[config.mk]
export PLATFORM = sky130hd
export DESIGN_NAME = hazard_detect_unit
export DESIGN_NICKNAME = d
export VERILOG_FILES = /design/src/rtl/hazard_detect_unit.sv
export SDC_FILE = /design/constraint.sdc
export NUM_CORES = 1
export LEC_CHECK = 0
export BUFFER_PORTS_ARGS = -buffer_cell sky130_fd_sc_hd__buf_4
export CAP_MARGIN = 20
export CORE_AREA = 2 2 39 41
export DETAILED_ROUTE_END_ITERATION = 16
export DIE_AREA = 0 0 41 43
export HOLD_SLACK_MARGIN = 0.08
export PLACE_DENSITY = 0.93
export SLEW_MARGIN = 20
export SYNTH_ARGS = -nofsm -noshare
export SYNTH_HDL_FRONTEND = slang
export SYNTH_SLANG_ARGS = --single-unit
[constraint.sdc]
create_clock -name Clk -period 5.3 [get_ports Clk]
set_input_delay 1.06 -clock Clk [delete_from_list [all_inputs] [get_ports Clk]]
set_output_delay 1.06 -clock Clk [all_outputs]
set_load 0.02 [all_outputs]
[src/rtl/hazard_detect_unit.sv]
// hazard_detect_unit: ID-stage stall decision and mult/div busy tracking for the 5-stage MIPS pipeline.
// Optional HAZARD_STALL_COUNT_EN adds a free-running 32-bit StallCount of stall cycles.
module hazard_detect_unit #(
  parameter int MUL_CYCLES = 4,
  parameter int DIV_CYCLES = 16,
  parameter int CNT_W = 5
) (
  input  logic       Clk,
  input  logic       Reset,
  input  logic [4:0] IDRs,
  input  logic [4:0] IDRt,
  input  logic       IDUsesRt,
  input  logic       IDIsBranch,
  input  logic       IDIsMul,
  input  logic       IDIsDiv,
  input  logic       IDReadsHiLo,
  input  logic       IDFlush,
  input  logic       EXMemRead,
  input  logic       EXRegWrite,
  input  logic [4:0] EXDest,
  input  logic       MEMMemRead,
  input  logic [4:0] MEMDest,
  output logic       PCWrite,
  output logic       IFIDWrite,
  output logic       HazardMuxSelect,
  output logic       MdBusy
`ifdef HAZARD_STALL_COUNT_EN
  ,
  output logic [31:0] StallCount
`endif
);
  logic [CNT_W-1:0] cnt, cntNext;
  logic exMatch, memMatch, loadUse, branchAlu, branchLoad, hiLo, stall, issue;
  always_comb begin
    exMatch = (EXDest != 5'd0) && (EXDest == IDRs || (IDUsesRt && EXDest == IDRt));
    memMatch = (MEMDest != 5'd0) && (MEMDest == IDRs || (IDUsesRt && MEMDest == IDRt));
    loadUse = EXMemRead && exMatch;
    branchAlu = IDIsBranch && EXRegWrite && !EXMemRead && exMatch;
    branchLoad = IDIsBranch && MEMMemRead && memMatch;
    hiLo = MdBusy && (IDReadsHiLo || IDIsMul || IDIsDiv);
    stall = !Reset && !IDFlush && (loadUse || branchAlu || branchLoad || hiLo);
  end
  always_ff @(posedge Clk) cnt <= Reset ? '0 : cntNext;
  // A held mult/div only starts counting on the cycle it is actually released
  always_comb begin
    issue = (IDIsMul || IDIsDiv) && !stall && !IDFlush;
    cntNext = issue ? (IDIsDiv ? CNT_W'(DIV_CYCLES) : CNT_W'(MUL_CYCLES))
                    : (cnt != '0 ? cnt - CNT_W'(1) : cnt);
  end
  always_comb begin
    HazardMuxSelect = stall;
    PCWrite = !stall;
    IFIDWrite = !stall;
    MdBusy = cnt != '0;
  end
`ifdef HAZARD_STALL_COUNT_EN
  always_ff @(posedge Clk) StallCount <= Reset ? '0 : StallCount + 32'(stall);
`endif
endmodule
# ---- Word-level counts from Yosys, hierarchy flattened
# Index checks and enable logic that the tools add are counted.
dict set report totals {
  reg_bits 5
  inputBits 31
  elab_cells 40
}
dict set report classes {
  add_sub_neg 1
  n_eq_ne 4
  muxes 3
  reduce_logical 31
}
# op n
set ops {}
lappend ops {{$eq 5x5->1} 4}
lappend ops {{$logic_and 1x1->1} 15}
lappend ops {{$mux 5} 3}
lappend ops {{$reduce_bool 5->1} 3}
lappend ops {{$logic_or 1x1->1} 8}
lappend ops {{$sub 5x1->5 const B} 1}
lappend ops {{$logic_not 1->1} 4}
lappend ops {{$reduce_bool 2->1} 1}

# ---- Logic depth before layout (Yosys ltp)
dict set report depth {
  word_depth 13
  depth_mapped 7
}

# ---- Worst setup path before layout
# OpenSTA, ideal clock, no wires.
dict set report synth_timing {
  path_kind {input to output}
  startpoint {in EXDest[1]}
  endpoint {out PCWrite}
  arrival_ns 2.497
  required_time_ns 4.240
  slack_ns 1.743
  path_stages 6
  path_cell_list {or4_1 -> nor2_1 -> nor4_1 -> a32oi_2 -> o41a_1 -> buf_4}
}
dict set report synth_between {
  elab_chain_cells 10
  elab_cells_between_ends 13
  classes_between {eq/ne (2); reduce/logical (11)}
}
# element line_no
set synth_rtl {}
lappend synth_rtl {{start: declaration} 20} ;# input logic [4:0] EXDest,
lappend synth_rtl {{$eq 5x5->1} 35} ;# exMatch = (EXDest != 5'd0) && (EXDest == IDRs || (IDUsesRt && EXDest == IDRt));
lappend synth_rtl {{$logic_and 1x1->1} 35}
lappend synth_rtl {{$logic_or 1x1->1} 35}
lappend synth_rtl {{$logic_and 1x1->1 (*)} 35}
lappend synth_rtl {{$logic_and 1x1->1 (on tied branches)} {37, 38}}
lappend synth_rtl {{$logic_or 1x1->1 (*) (3 in series)} 41} ;# stall = !Reset && !IDFlush && (loadUse || branchAlu || branchLoad || hiLo);
lappend synth_rtl {{$logic_and 1x1->1 (*)} 41}
lappend synth_rtl {{$logic_not 1->1 (*)} n/a}
lappend synth_rtl {{end: declaration} 23} ;# output logic PCWrite,
# Every way passes the cells marked *; elsewhere a longest branch is shown, timed or not.

# ---- Worst setup path in the final report
dict set report layout_timing {
  startpoint {in EXDest[1]}
  endpoint {out IFIDWrite}
}
dict set report layout_between {
  elab_chain_cells 10
  elab_cells_between_ends 13
  classes_between {eq/ne (2); reduce/logical (11)}
}
# element line_no
set layout_rtl {}
lappend layout_rtl {{$eq 5x5->1} 35}
lappend layout_rtl {{$logic_and 1x1->1} 35}
lappend layout_rtl {{$logic_or 1x1->1} 35}
lappend layout_rtl {{$logic_and 1x1->1 (*)} 35}
lappend layout_rtl {{$logic_and 1x1->1 (on tied branches)} {37, 38}}
lappend layout_rtl {{$logic_or 1x1->1 (*) (3 in series)} 41}
lappend layout_rtl {{$logic_and 1x1->1 (*)} 41}
lappend layout_rtl {{$logic_not 1->1 (*)} 53} ;# IFIDWrite = !stall;
lappend layout_rtl {{end: declaration} 24} ;# output logic IFIDWrite,
# Marks and branches as above.

==> flow_summary.ini <==
[finish]
fin_area_sq_um = 872.1
fin_util_pct = 63.02
final_cells = 125
largestRegisters = cnt (5)
nets = 142
max_flop_register = cnt
area_delta_synth_final_pct = 49.57
largest_reg_flops = 5
drive_gt1_share_pct = 39.45
antenna_cells = 0

[die]
die-height_um = 43
start_util_pct = 42.13
core_region_area_sq_mm = 0.001384
row_count = 14
die_area_sq_mm = 0.001763
die_w_um = 41
pin_count = 35

[clock_tree]
numCtsBuffers = 3
cts_hold_buf = 0
cts_tree = built
clk_pin_slew_ns = 0.04
cts_resized = 0
clk-insertion-delay-late_ns = 0.24
cts_sinks = 5
htreeDepth = 1
cts.path.max_buffers = 2
cts_setup_buffers = 0
ctsRootBufferMaster = clkbuf_4

[route]
avgViaCountPerCell = 5.344
first_pass_iters = 4
drt_wl_total_um = 1522
ant_nets = 0
drc = 0
drt_iter0_drc = 6
wl_per_cell_um = 12.18
vias = 668

[power]
p_leak_nw = 0.3616
cellPowerDensity_mw_per_mm2 = 363.5
ir_drop_mv = 0.1372

[worst_setup_path]
r2r_cells = 7
reg2reg_to = cnt[0]
crit_type = input port to output port
path_max_fanout = 6
critPathSlowestCell = or4_1
cp_cell_sequence = buf_4 > or4_1 > nor2_1 > nor4_1 > a32oi_2 > o41a_1 > buf_4
cp-start-kind = input port
max_stage_delay_ns = 0.51
r2r_setup_slack_ns = 3.46
r2r_start = cnt[0]
crit_top_cell = buf_4
cp-end-kind = output port
cp-startpoint = EXDest[1]
required_ns = 4.24
setup.worst_path.end = IFIDWrite
cp_data_arrival_time_ns = 2.56

[worst_hold_path]
min_path_cells = 2
hp-start = cnt[3]
hp-class = register to register

[timing]
setup_viol = 0
rsz0062_at_grt = false
skew_ns = 0.0003281
tightest_slew_ns = 0.3306
final.setup.tns_ns = 0
maxSlewHeadroom_pct = 77.76
maxClockFrequency_ghz = 0.2764
hold_violations = 0
fin_crit_sh_pct = 68.27
slew_violations = 0
layout_min_cycle_time_ns = 3.618
hold-worst-slack_ns = 0.5442

[yosys]
synthesis.area_sq_um = 583.1
synth_top_cell_area_share_pct = 34.55
ys_top_cells_by_count = xnor2_1 (23), nand2_1 (6), nor3_1 (6)
syn_area_per_cell_sq_um = 7.987
ys_warn_count = 0
yosysMostFrequentCell = xnor2_1
ys_async_sr_fraction_pct = 0
ys_seq_area_share_pct = 17.17
synth_area_leaders = xnor2_1 (35%), dfxtp_1 (17%), nor3_1 (5.2%)
synth_edf_count = 0
synth_fp_nets = 105
ys_ff_latch = 5
synth_cells = 73
synthDistinctLibCells = 26
synth_top_flop_cell = dfxtp_1
yosysTopAreaCell = xnor2_1

[global_route]
grt_max_degree = 11
first_global_vias = 659
grt_overflow = 0
antenna_found_initial = 0
grt_pass1_wl_um = 2470
track_usage_pct = 19.74

[placement]
gp_congestion = 0.7741
dpl_cell_area_sq_um = 845.8
place_hpwl_um = 1353
io_buffers = 34
place_inst = 121

[flow_run]
cap_violations = 0

[run_status]
outcome = complete, no violations
==> worst min-delay path by stage <==
stage | endpoint
global placement | cnt[3]
detailed placement | cnt[3]
global route | cnt[3]
finish | cnt[3]
floorplan | cnt[1]
CTS | cnt[1]
==> per-stage QoR <==
step                      power (mW)  worst slack (ns)
final                         0.3170             1.682
after global routing          0.3457             1.611
after CTS                     0.3222             1.688
after detailed placement      0.2744             1.699
after global placement        0.2659             1.731
after floorplan               0.2127             1.743
==> logic make-up after synthesis <==
family,count (synthesis),share of synthesized area [%]
buf+inv,6,4.720
xor+xnor,23,34.55
flops,5,17.17
compound gates,12,18.03
fa+ha+maj,1,2.146
simple gates,26,23.39
==> cell type report <==
type / count / area (sq um)
Inverter: 4 / 15.01
Tap cell: 16 / 20.02
Timing Repair Buffer: 34 / 255.2
Multi-Input combinational cell: 62 / 455.4
Sequential cell: 5 / 100.1
Clock buffer: 4 / 26.28
Fill cell: 128 / 511.7
==> critical path, delay by kind of cell <==
kind            cells  cell delay, ns
simple gates        3            0.68
compound gates      2            0.54
buf+inv             2            0.26
==> layout by cell type, fill, tap and decap left out, types with 2 or more instances in the layout <==
cell / instances
a21oi_1: 2
dfxtp_1: 5
a211oi_1: 2
nor3_1: 6
o22ai_1: 2
nand3_1: 2
inv_1: 3
nor2_1: 5
clkbuf_4: 3
buf_4: 34
xnor2_1: 23
nand2_1: 6
nand4_1: 2
==> metal layers <==
layer  vias to the layer above  track usage (%)  wire length, um
met5                         -                0                0
met2                        30            39.38              869
met1                       305            17.89              509
met4                         0            6.000               15
met3                         3            3.141              127
li1                        330                -                -
==> where the power goes <==
| group | internal [mW] | switching (mW) |
|---|---|---|
| Combinational | 0.105 | 0.103 |
| Sequential | 0.0541 | 0.0110 |
| Clock | 0.0285 | 0.0156 |
| Total | 0.187 | 0.130 |
Note: power is estimated with default switching activity, not from simulation.
